--- src/rtl/uart_pkg.sv ---
// uart_pkg: shared definitions for the UART transmit-side FIFO controller.
//   - tx_state_e : issue FSM encoding (IDLE / WAIT_BUSY / WAIT_DONE)
//   - DATA_W_DEF / ADDR_W_DEF : default word width and FIFO address width
package uart_pkg;

    localparam int unsigned DATA_W_DEF = 8;
    localparam int unsigned ADDR_W_DEF = 4;

    typedef enum logic [1:0] {
        ST_IDLE      = 2'd0,
        ST_WAIT_BUSY = 2'd1,
        ST_WAIT_DONE = 2'd2
    } tx_state_e;

endpackage : uart_pkg

--- src/rtl/uart_fifo_mem.sv ---
// uart_fifo_mem: DEPTH x DATA_W storage for the transmit FIFO.
// Synchronous write, combinational read by address, no reset on the array.
// Ports:
//   clk       in   write clock
//   i_we      in   write enable
//   i_waddr   in   write address
//   i_wdata   in   write data
//   i_raddr   in   read address
//   o_rdata_c out  read data (combinational)
module uart_fifo_mem
    import uart_pkg::*;
#(
    parameter int unsigned DATA_W = DATA_W_DEF,
    parameter int unsigned ADDR_W = ADDR_W_DEF
) (
    input  logic              clk,
    input  logic              i_we,
    input  logic [ADDR_W-1:0] i_waddr,
    input  logic [DATA_W-1:0] i_wdata,
    input  logic [ADDR_W-1:0] i_raddr,
    output logic [DATA_W-1:0] o_rdata_c
);

    localparam int unsigned DEPTH = 2 ** ADDR_W;

    logic [DATA_W-1:0] r_mem [DEPTH];

    // Write port
    always_ff @(posedge clk) begin
        if (i_we) begin
            r_mem[i_waddr] <= i_wdata;
        end
    end

    // Read port: a same-cycle write to the read address returns the old word
    assign o_rdata_c = r_mem[i_raddr];

endmodule : uart_fifo_mem

--- src/rtl/uart_tx_fifo_ctrl.sv ---
// uart_tx_fifo_ctrl: transmit-side buffer between a byte producer and a UART
// transmitter. Words pushed on dataReady are queued in a circular FIFO and
// issued one at a time with a single-cycle txStart, following txBusy.
// Ports:
//   clk, rst          clock, asynchronous active-high reset
//   data, dataReady   word to enqueue and its push strobe
//   flush             synchronous FIFO clear (in-flight transfer continues)
//   txBusy            transmitter busy handshake
//   txStart, txData   start pulse and held word for the transmitter
//   empty/full/almostFull/level  occupancy status (registered)
//   overflow          sticky: push attempted while full
//   txTimeout         sticky busy-timeout flag (UART_TX_FIFO_TIMEOUT_EN only)
// Build option: define UART_TX_FIFO_TIMEOUT_EN to give up on a transfer when
// txBusy does not rise within BUSY_TIMEOUT cycles of txStart.
module uart_tx_fifo_ctrl
    import uart_pkg::*;
#(
    parameter int unsigned DATA_W    = DATA_W_DEF,
    parameter int unsigned ADDR_W    = ADDR_W_DEF,
    parameter int unsigned AF_THRESH = 12
`ifdef UART_TX_FIFO_TIMEOUT_EN
    , parameter int unsigned BUSY_TIMEOUT = 16
`endif
) (
    input  logic              clk,
    input  logic              rst,
    input  logic [DATA_W-1:0] data,
    input  logic              dataReady,
    input  logic              flush,
    input  logic              txBusy,
    output logic              txStart,
    output logic [DATA_W-1:0] txData,
    output logic              empty,
    output logic              full,
    output logic              almostFull,
    output logic [ADDR_W:0]   level,
    output logic              overflow
`ifdef UART_TX_FIFO_TIMEOUT_EN
    , output logic            txTimeout
`endif
);

    localparam int unsigned DEPTH = 2 ** ADDR_W;
    localparam int unsigned LVL_W = ADDR_W + 1;

    tx_state_e         r_state;
    tx_state_e         w_state_nxt;
    logic              w_issue;
    logic              w_push_ok;
    logic              w_ovf_evt;
    logic [LVL_W-1:0]  w_level_nxt;
    logic [DATA_W-1:0] w_rd_data;

    logic [ADDR_W-1:0] r_wr_ptr;
    logic [ADDR_W-1:0] r_rd_ptr;
    logic [LVL_W-1:0]  r_level;
    logic              r_empty;
    logic              r_full;
    logic              r_almost_full;
    logic              r_overflow;
    logic              r_tx_start;
    logic [DATA_W-1:0] r_tx_data;

`ifdef UART_TX_FIFO_TIMEOUT_EN
    localparam int unsigned CNT_W = $clog2(BUSY_TIMEOUT + 1);

    logic [CNT_W-1:0] r_to_cnt;
    logic             r_timeout;
    logic             w_to_evt;
`endif

    // Storage
    uart_fifo_mem #(
        .DATA_W (DATA_W),
        .ADDR_W (ADDR_W)
    ) u_mem (
        .clk       (clk),
        .i_we      (w_push_ok),
        .i_waddr   (r_wr_ptr),
        .i_wdata   (data),
        .i_raddr   (r_rd_ptr),
        .o_rdata_c (w_rd_data)
    );

    // FSM state register
    always_ff @(posedge clk or posedge rst) begin
        if (rst) begin
            r_state <= ST_IDLE;
        end else begin
            r_state <= w_state_nxt;
        end
    end

    // FSM next state; w_issue pops the head and launches txStart.
    // Flush suppresses a new issue so a cleared word is never sent.
    always_comb begin
        w_state_nxt = r_state;
        w_issue     = 1'b0;
`ifdef UART_TX_FIFO_TIMEOUT_EN
        w_to_evt    = 1'b0;
`endif
        case (r_state)
            ST_IDLE: begin
                if (!r_empty && !txBusy && !flush) begin
                    w_issue     = 1'b1;
                    w_state_nxt = ST_WAIT_BUSY;
                end
            end
            ST_WAIT_BUSY: begin
                if (txBusy) begin
                    w_state_nxt = ST_WAIT_DONE;
                end
`ifdef UART_TX_FIFO_TIMEOUT_EN
                else if (r_to_cnt == CNT_W'(BUSY_TIMEOUT - 1)) begin
                    w_to_evt    = 1'b1;
                    w_state_nxt = ST_IDLE;
                end
`endif
            end
            ST_WAIT_DONE: begin
                if (!txBusy) begin
                    w_state_nxt = ST_IDLE;
                end
            end
            default: begin
                w_state_nxt = ST_IDLE;
            end
        endcase
    end

    // Push acceptance: a pop in the same cycle frees the slot of a full FIFO
    always_comb begin
        w_push_ok = dataReady && !flush && (!r_full || w_issue);
        w_ovf_evt = dataReady && !flush && r_full && !w_issue;
        if (flush) begin
            w_level_nxt = '0;
        end else begin
            w_level_nxt = r_level + LVL_W'(w_push_ok) - LVL_W'(w_issue);
        end
    end

    // Pointers, level and status flags (flags track the next level so they
    // always agree with the registered level)
    always_ff @(posedge clk or posedge rst) begin
        if (rst) begin
            r_wr_ptr      <= '0;
            r_rd_ptr      <= '0;
            r_level       <= '0;
            r_empty       <= 1'b1;
            r_full        <= 1'b0;
            r_almost_full <= 1'b0;
            r_overflow    <= 1'b0;
        end else begin
            r_level       <= w_level_nxt;
            r_empty       <= (w_level_nxt == '0);
            r_full        <= (w_level_nxt == LVL_W'(DEPTH));
            r_almost_full <= (w_level_nxt >= LVL_W'(AF_THRESH));
            if (flush) begin
                r_wr_ptr   <= '0;
                r_rd_ptr   <= '0;
                r_overflow <= 1'b0;
            end else begin
                if (w_push_ok) begin
                    r_wr_ptr <= r_wr_ptr + ADDR_W'(1);
                end
                if (w_issue) begin
                    r_rd_ptr <= r_rd_ptr + ADDR_W'(1);
                end
                if (w_ovf_evt) begin
                    r_overflow <= 1'b1;
                end
            end
        end
    end

    // Transmitter interface: txData holds until the next issue
    always_ff @(posedge clk or posedge rst) begin
        if (rst) begin
            r_tx_start <= 1'b0;
            r_tx_data  <= '0;
        end else begin
            r_tx_start <= w_issue;
            if (w_issue) begin
                r_tx_data <= w_rd_data;
            end
        end
    end

`ifdef UART_TX_FIFO_TIMEOUT_EN
    // Busy-wait counter (cycles spent in WAIT_BUSY) and sticky timeout flag
    always_ff @(posedge clk or posedge rst) begin
        if (rst) begin
            r_to_cnt  <= '0;
            r_timeout <= 1'b0;
        end else begin
            if (r_state != ST_WAIT_BUSY || w_state_nxt != ST_WAIT_BUSY) begin
                r_to_cnt <= '0;
            end else begin
                r_to_cnt <= r_to_cnt + CNT_W'(1);
            end
            if (flush) begin
                r_timeout <= 1'b0;
            end else if (w_to_evt) begin
                r_timeout <= 1'b1;
            end
        end
    end

    assign txTimeout = r_timeout;
`endif

    assign txStart    = r_tx_start;
    assign txData     = r_tx_data;
    assign empty      = r_empty;
    assign full       = r_full;
    assign almostFull = r_almost_full;
    assign level      = r_level;
    assign overflow   = r_overflow;

endmodule : uart_tx_fifo_ctrl
--- config.mk ---
export PLATFORM = sky130hd
export DESIGN_NAME = uart_tx_fifo_ctrl
export DESIGN_NICKNAME = d
export VERILOG_FILES = /design/src/rtl/uart_pkg.sv /design/src/rtl/uart_fifo_mem.sv /design/src/rtl/uart_tx_fifo_ctrl.sv
export SDC_FILE = /design/constraint.sdc
export NUM_CORES = 1
export LEC_CHECK = 0
export ABC_AREA = 1
export ABC_CLOCK_PERIOD_IN_PS = 2900
export BUFFER_PORTS_ARGS = -buffer_cell sky130_fd_sc_hd__buf_2
export CAP_MARGIN = 15
export CORE_MARGIN = 5
export CORE_UTILIZATION = 48
export DETAILED_ROUTE_END_ITERATION = 8
export PLACE_DENSITY = 0.64
export SYNTH_ARGS = -nofsm -noshare
export SYNTH_HDL_FRONTEND = slang
export SYNTH_HIERARCHICAL = 1
export SYNTH_SLANG_ARGS = --single-unit
--- constraint.sdc ---
create_clock -name clk -period 2.9 [get_ports clk]
set_input_delay 0.725 -clock clk [delete_from_list [all_inputs] [get_ports clk]]
set_output_delay 0.725 -clock clk [all_outputs]
set_load 0.1 [all_outputs]
==> results of run 1 <==
state kept, by name, indices dropped and copies added, names as in the netlist:
name / cells
r_wr_ptr: 4
r_rd_ptr: 4
empty: 1
level: 5
overflow: 1
full: 1
txData: 8
r_state: 2
u_mem/r_mem: 128
almostFull: 1
txStart: 1
path summary, 6_finish.rpt:
check                           cells past startpoint  slack (ps)        from        end
worst min-delay path                                2         210         rst  txData[7]
max in group asynchronous                           3        2210         rst      empty
worst max-delay path                               15         430       flush      empty
worst min register to register                      2         480   txData[2]  txData[2]
worst max register to register                     14         460  r_state[0]      empty
min in group clk                                    2         480   txData[2]  txData[2]
power breakdown:
| group | leakage, nW | internal, W | switching [W] |
|---|---|---|---|
| Clock | 0.278 | 0.00134 | 0.000822 |
| Sequential | 1.52 | 0.00258 | 0.0000926 |
| Combinational | 1.82 | 0.000488 | 0.00171 |
| Total | 3.62 | 0.00441 | 0.00262 |
cell families (layout without fill, tap and decap cells):
logic type                 Yosys count  after routing  share of synthesized area (%)
and+or+nand+nor                    375            375                           22.9
xor gates and xnor gates             2              2                          0.250
DFF                                156            156                           64.9
AOI/OAI and AO/OA                   10             10                          0.804
buffers and inverters              153            213                           9.55
adders and majority gates            8              8                           1.54
layer usage:
layer / GRT usage [%] / vias to the layer above / routed length [um]
met5: 0 / - / 0
met4: 8.41 / 0 / 444
met3: 3.70 / 32 / 603
met2: 30.7 / 122 / 7510
met1: 23.8 / 2221 / 6310
li1: - / 2356 / -
metrics by stage:
stage                     power (W)  hold slack, ps  setup slack [ps]  cells
final                       0.00703             215               433    948
after CTS                   0.00709             478               457    947
after detailed placement    0.00491             462              24.2    915
after global routing        0.00738             205               264    948
after floorplan             0.00445             489               123    704
after global placement      0.00486             461               119    915
worst max-delay path, cell delays in order:
cell and delay [ps]:
buf_2 130, nor2_2 150, nand3_4 100, nand2_4 90, nand2_4 50, ha_1 260
inv_1 60, ha_1 160, inv_1 60, fa_1 380, inv_1 90, nand3_1 120
a21oi_1 220, nor2_1 90, nor2_1 110
area by class of cell:
class                      count  share of cell area (%)
sequential                   156                    56.9
multi-input combinational    395                    22.3
inverter                     126                    5.98
clock buffer                  18                    5.37
timing repair buffer          55                    4.63
tap                          184                    2.88
clock inverter                14                    1.89
synth_stat cells:
master,n,area share [%]
o21ai_1,1,0.071
nor2_1,27,1.4
a21oi_1,3,0.21
nand4_1,4,0.36
edfxtp_1,128,55
buf_2,14,1.0
fa_1,1,0.29
o2bb2ai_1,1,0.13
buf_4,5,0.54
inv_2,3,0.16
buf_6,7,1.1
dfrtp_1,27,9.7
nand3_4,1,0.25
clkinv_4,1,0.13
buf_1,1,0.054
xnor2_1,1,0.13
o31ai_1,1,0.11
nor3_1,1,0.071
nor2_2,2,0.18
inv_1,122,6.5
nand2_4,2,0.32
xor2_1,1,0.13
dfstp_2,1,0.38
nand2_1,221,12
nand3_1,115,8.2
nand3b_1,2,0.21
o21ai_0,4,0.29
ha_1,7,1.3
==> results.cfg, run 1 <==
[status]
status = complete, no violations

[yosys]
synth_cell_types = 28
avgSynthCellArea_sq_um = 9.94
syn_area_sq_mm = 0.00700
synth-seq-cells = 156
ys_seq_area_share_pct = 64.9
synth_nets = 725
post_synth_inst_count = 704
yosysWarningCount = 6

[timing]
drv_slew = 0
setup_viol = 0
finalHoldViolCount = 0
post-route-period-util_pct = 85.1
fmax_mhz = 405
skew_ps = 4.58
worst_slew_pin_slew_ps = 724
setup-tns-final_ps = 0
rsz0062_at_grt = false
period_needed_ps = 2470
maxSlewHeadroom_pct = 51.7

[clocking]
numCtsBuffers = 17
clock_latency_ps = 420
cts-resized-gates = 0
cts_setup_buffers = 0
ctsHoldBuffers = 0
root_buffer = clkbuf_16
clock-sinks = 156
cts.path.max_buffers = 2
cts_tree = built
htreeDepth = 4
path_clk_slew_ps = 60

[final_layout]
mostFrequentLayoutCells = nand2_1 (221), edfxtp_1 (128), inv_1 (122)
final_common_cell = nand2_1
nFillCells = 1247
nets = 772
antenna_cells = 0
final_util_pct = 55.4
seq_area_sq_mm = 0.00455
stdcell_area_sq_mm = 0.00799
multiInputGateArea_sq_mm = 0.00179
area_growth_pct = 14.2
drive_above_1_share_pct = 12.0

[floorplan]
io_pins = 31
core_region_area_sq_mm = 0.0144
die_width_um = 131
fp-row-count = 44
die_area_sq_mm = 0.0171
initial_utilization_pct = 48.5
die_h_um = 131

[job]
cap_violations = 0

[routing]
routed_wl_um = 14900
detail_route.vias_per_cell = 4.99
wl_per_cell_um = 15.7
drtAntennaViolNets = 0
first_pass_iters = 5
drtIter0Drc = 394
drc = 0
route.vias.total = 4731

[global_routing]
overflow = 0
grt_pass1_wl_um = 23500
grt_usage_pct = 18.6
grt_max_degree = 69
antenna_found_initial = 0
grt_pass1_vias = 4511

[power]
p_leak_nw = 3.62
max-vdd-ir-drop_mv = 0.666
power.density_mw_per_mm2 = 879

[setup_path]
cp.arrival_ps = 2820
crit_path_start_kind = input port
path_class = in2reg
path_max_fanout = 5
endpoint_kind = flip-flop
worstPathRequired_ps = 3250

[min_path]
hold_class = in2async

[placed_design]
gp_congestion = 0.804
port_buffers = 30
dp_hpwl_um = 9440
dpl_cell_area_sq_mm = 0.00738
No activity file was read; power rests on OpenSTA's default activity.
==> run 2, diff against run 1 <==
--- a/config.mk
+++ b/config.mk
@@ -10,9 +10,9 @@
 export BUFFER_PORTS_ARGS = -buffer_cell sky130_fd_sc_hd__buf_2
 export CAP_MARGIN = 15
 export CORE_MARGIN = 5
-export CORE_UTILIZATION = 48
+export CORE_UTILIZATION = 35
 export DETAILED_ROUTE_END_ITERATION = 8
-export PLACE_DENSITY = 0.64
+export PLACE_DENSITY = 0.62
 export SYNTH_ARGS = -nofsm -noshare
 export SYNTH_HDL_FRONTEND = slang
 export SYNTH_HIERARCHICAL = 1
==> results.cfg, run 2 (synthesis results as in run 1) <==
[status]
status = complete, no violations

[floorplan]
die_h_um = 151
core_region_area_sq_mm = 0.0196
io_pins = 31
fp-row-count = 51
die_area_sq_mm = 0.0229
initial_utilization_pct = 35.7
die_width_um = 151

[timing]
period_needed_ps = 2450
worst_slew_pin_slew_ps = 761
setup-tns-final_ps = 0
maxSlewHeadroom_pct = 49.3
skew_ps = 8.44
drv_slew = 0
setup_viol = 0
finalHoldViolCount = 0
fmax_mhz = 408
post-route-period-util_pct = 84.5
rsz0062_at_grt = false

[final_layout]
mostFrequentLayoutCells = nand2_1 (221), edfxtp_1 (128), inv_1 (122)
nets = 772
fin_cells = 1029
final_util_pct = 41.2
largest_register = u_mem/r_mem
nFillCells = 1901
antenna_cells = 0
final_common_cell = nand2_1
area_growth_pct = 15.2
largest_reg_flops = 128
drive_above_1_share_pct = 12.6

[clocking]
cts-resized-gates = 0
cts_tree = built
cts_setup_buffers = 0
clock-sinks = 156
cts.path.max_buffers = 2
ctsHoldBuffers = 0
path_clk_slew_ps = 60
numCtsBuffers = 17
htreeDepth = 4
root_buffer = clkbuf_16
clock_latency_ps = 430

[global_routing]
grt_pass1_wl_um = 25000
grt_usage_pct = 14.6
antenna_found_initial = 0
overflow = 0
grt_max_degree = 69
grt_pass1_vias = 4633

[routing]
drc = 0
first_pass_iters = 5
detail_route.vias_per_cell = 4.65
drtAntennaViolNets = 0
drtIter0Drc = 385
wl_per_cell_um = 15.2
route.vias.total = 4786
routed_wl_um = 15700

[setup_path]
slowest_stage = fa_1
worst_path_largest_cell_delay_ps = 380
cp.arrival_ps = 2810
cp_common_cell = inv_1
crit_path_start_kind = input port
crit_chain = buf_2 -> nor2_2 -> nand3_4 -> nand2_4 -> nand2_4 -> ha_1 -> inv_1 -> ha_1 -> inv_1 -> fa_1 -> inv_1 -> nand3_1 -> nand3_1 -> nand2_1 -> nor2_1 -> nor2_1
worstPathRequired_ps = 3260
path_class = in2reg
path_max_fanout = 5
endpoint_kind = flip-flop

[job]
cap_violations = 0

[min_path]
hold_class = in2async

[power]
power.density_mw_per_mm2 = 874
p_leak_nw = 3.61
max-vdd-ir-drop_mv = 0.422

[placed_design]
dp.cells = 997
gp_congestion = 0.838
dp_hpwl_um = 9810
port_buffers = 30
run 2: path summary, 6_finish.rpt:
| kind | depth (start not counted) | start | slack, ps | to |
|---|---|---|---|---|
| setup reg to reg | 15 | r_state[0] | 470 | empty |
| setup / recovery | 16 | flush | 450 | empty |
| hold reg to reg | 2 | txData[2] | 470 | txData[2] |
| max in group asynchronous | 3 | rst | 1920 | r_rd_ptr[0] |
| hold / removal | 2 | rst | 340 | almostFull |
| min in group clk | 2 | txData[2] | 470 | txData[2] |
run 2: layout make-up:
type | instances | area, sq um | area share [%]
tap | 265 | 332 | 4.11
timing repair buffer | 55 | 350 | 4.35
inverter | 126 | 478 | 5.93
clock buffer | 18 | 429 | 5.32
multi-input combinational | 395 | 1790 | 22.1
clock inverter | 14 | 141 | 1.75
sequential | 156 | 4550 | 56.4
run 2: metrics by stage:
step	worst slack, ps	instance area [sq um]	hold WS [ps]	power, W
after floorplan	123	7000	489	0.00445
after global placement	86.2	7490	465	0.00490
after detailed placement	23.1	7490	467	0.00493
after CTS	471	8060	354	0.00710
after global routing	232	8060	401	0.00741
final	451	8060	345	0.00704
run 2: layer usage:
metal,wire (um),global-route usage (%),up-vias
met3,748,4.16,20
met5,0,0,-
met1,7040,18.5,2290
li1,-,-,2356
met4,331,5.71,0
met2,7570,23.6,120
run 2: critical path: cells and delay by family:
kind | cells | cell delay [ps]
buf+inv | 4 | 350
simple gates | 9 | 920
fa+ha+maj | 3 | 810
run 2: report_power, final:
part	internal [W]	switching [W]
Combinational	0.000482	0.00171
Sequential	0.00258	0.000105
Clock	0.00127	0.000903
Total	0.00433	0.00271
==> run 3, diff against run 2 <==
--- a/config.mk
+++ b/config.mk
@@ -5,14 +5,14 @@
 export SDC_FILE = /design/constraint.sdc
 export NUM_CORES = 1
 export LEC_CHECK = 0
-export ABC_AREA = 1
-export ABC_CLOCK_PERIOD_IN_PS = 2900
+export ABC_AREA = 0
+export ABC_CLOCK_PERIOD_IN_PS = 2000
 export BUFFER_PORTS_ARGS = -buffer_cell sky130_fd_sc_hd__buf_2
 export CAP_MARGIN = 15
 export CORE_MARGIN = 5
 export CORE_UTILIZATION = 35
 export DETAILED_ROUTE_END_ITERATION = 8
-export PLACE_DENSITY = 0.62
+export PLACE_DENSITY = 0.64
 export SYNTH_ARGS = -nofsm -noshare
 export SYNTH_HDL_FRONTEND = slang
 export SYNTH_HIERARCHICAL = 1
==> constraint.sdc (replaced) <==
create_clock -name clk -period 2 [get_ports clk]
set_input_delay 0.5 -clock clk [delete_from_list [all_inputs] [get_ports clk]]
set_output_delay 0.5 -clock clk [all_outputs]
set_load 0.1 [all_outputs]
==> results.cfg, run 3 <==
[timing]
fmax_mhz = 344
hold_ws_ps = 139
finalHoldViolCount = 0
setup_ws_ps = -908
period_needed_ps = 2910
rsz0062_at_grt = true
setup_viol = 136
skew_ps = 6.63
maxSlewHeadroom_pct = 64.6
worst_slew_pin_slew_ps = 527
drv_slew = 0
post-route-period-util_pct = 145

[final_layout]
final_common_cell = edfxtp_1
multiInputGateArea_sq_mm = 0.00185
drive_above_1_share_pct = 34.9
area_growth_pct = 27.5
final_util_pct = 45.1
seq_area_sq_mm = 0.00455
largest_register = u_mem/r_mem
mostFrequentLayoutCells = edfxtp_1 (128), nand2_1 (41), buf_2 (30)
nets = 463
antenna_cells = 0
nFillCells = 1519
largest_reg_flops = 128

[yosys]
avgSynthCellArea_sq_um = 17.6
yosysMostFrequentCell = edfxtp_1
synth.top_cell.area_share_pct = 60.7
ys_top_cells_by_count = edfxtp_1 (128), nand2_1 (41), dfrtp_1 (27)
synth_edf_count = 128
synth_async_sr_flop_share_pct = 17.9
ys.flop_type = edfxtp_1
post_synth_inst_count = 360
syn_area_sq_mm = 0.00633
synth_nets = 381
synth-seq-cells = 156
synth_area_leader_cell = edfxtp_1
yosysWarningCount = 6
synth_area_leaders = edfxtp_1 (61%), dfrtp_1 (11%), mux4_2 (6.4%), mux4_1 (5.8%), nand2_1 (2.4%)
ys_seq_area_share_pct = 71.8
synth_cell_types = 46

[placed_design]
port_buffers = 30
dp_hpwl_um = 8770
gp_congestion = 0.747

[routing]
drtIter0Drc = 184
route.vias.total = 3497
routed_wl_um = 13600
drtAntennaViolNets = 0
detail_route.vias_per_cell = 5.11
wl_per_cell_um = 19.9
drc = 0
first_pass_iters = 4

[setup_path]
cp.arrival_ps = 3260
path_class = reg2reg
path_max_fanout = 3
worstPathRequired_ps = 2350
worst_r2r_endpoint = empty
r2r_setup_slack_ps = -910
reg2reg_from = r_state[0]
critPathLaunch = r_state[0]
worst-r2r-cell-count = 13
crit_path_start_kind = flip-flop
endpoint_kind = flip-flop

[clocking]
numCtsBuffers = 17
clock-sinks = 156
ctsHoldBuffers = 0
cts.path.max_buffers = 2
htreeDepth = 4
root_buffer = clkbuf_16
clock_latency_ps = 420
path_clk_slew_ps = 60
cts_tree = built

[global_routing]
grtUsageMet2_pct = 23.3
grt_pass1_vias = 3701
grt_pass1_wl_um = 21200
grtUsageMet3_pct = 3.70
grt_usage_pct = 14.0
antenna_found_initial = 0
grt_max_degree = 36
busiest_layer = met2
overflow = 0
grtUsageMet1_pct = 18.0

[floorplan]
die_area_sq_mm = 0.0209
fp-row-count = 49
die_h_um = 144
core_region_area_sq_mm = 0.0179
die_width_um = 144
initial_utilization_pct = 35.4
io_pins = 31

[power]
p_leak_nw = 2.85
p_total_w = 0.0101
max-vdd-ir-drop_mv = 1.16
power.density_mw_per_mm2 = 1250

[status]
status = finished with violations
violations = setup timing

[min_path]
hold_class = in2async

[job]
cap_violations = 0
## run 3: changes by cell type after synthesis, sizes merged, moves of 3 or more
| cell | before | now |
|---|---|---|
| nand4 | 4 | 1 |
| nor2b | 0 | 3 |
| mux4 | 0 | 32 |
| inv | 125 | 13 |
| a22oi | 0 | 16 |
| clkdlybuf4s25 | 0 | 3 |
| nor2 | 29 | 23 |
| nand2b | 0 | 3 |
| nand2 | 223 | 41 |
| nor3 | 1 | 4 |
| buf | 27 | 9 |
| nand3 | 116 | 6 |
## run 3: worst max path at each step
| stage | to | slack (ps) | cells after the start |
|---|---|---|---|
| global placement | full | -1230 | 14 |
| detailed placement | full | -1300 | 14 |
| floorplan | full | -1140 | 14 |
| CTS | full | -880 | 13 |
| global route | almostFull | -1000 | 13 |
| finish | empty | -910 | 13 |
## run 3: logic make-up (layout without fill, tap and decap cells)
kind of cell / after synthesis / after routing / synth area share, %
AO/OA/AOI/OAI: 36 / 36 / 4.01
adder cells (fa/ha/maj): 8 / 8 / 1.70
flip-flops: 156 / 156 / 71.8
buffers and inverters: 28 / 123 / 2.67
AND/OR/NAND/NOR: 94 / 94 / 6.78
multiplexers: 32 / 32 / 12.2
XOR/XNOR: 6 / 6 / 0.830
## run 3: area by class of cell
cell class,count,area share [%]
clock buffers,17,5.27
clock inverters,15,2.11
inverters,14,0.713
multi-input cells,176,22.9
flip-flops and latches,156,56.3
well taps,229,3.55
repair buffers,77,9.16
## run 3: per-layer routing
metal / routed length (um) / part of all wire, % / vias up
met2: 6920 / 51 / 75
met1: 5930 / 44 / 1828
met4: 212 / 1.6 / 0
met3: 537 / 3.9 / 15
met5: 0 / 0 / -
li1: - / - / 1579
## run 3: critical path: stages, from the launching register on
cell and delay (ps):
dfrtp_1 370, or4_4 520, o21ai_4 150, and3_4 200
inv_2 40, ha_4 200, inv_2 60, ha_4 120
inv_2 30, fa_2 330, nand2b_4 160, a21oi_1 300
xnor2_1 120, a41o_1 240
## run 3: what timing repair did
| item | CTS | global route |
|---|---|---|
| endpoints found under the setup margin | 137 | 138 |
| pin swaps | 6 | 1 |
| resized for setup | 7 | 1 |
| buffers inserted | 3 | 2 |
## run 3: stage by stage
step	setup slack, ps	area [sq um]	TNS (ps)	cells
after global routing	-1000	8070	-46190	684
after CTS	-876	8050	-36160	682
after global placement	-1230	7400	-76990	648
after detailed placement	-1300	7400	-83630	648
after floorplan	-1140	6530	-57290	360
final	-908	8070	-36110	684
## run 3: power by group
group          internal [W]  switching (W)  leakage [nW]
Clock               0.00196        0.00126         0.288
Combinational      0.000980        0.00201          1.05
Sequential          0.00373       0.000146          1.52
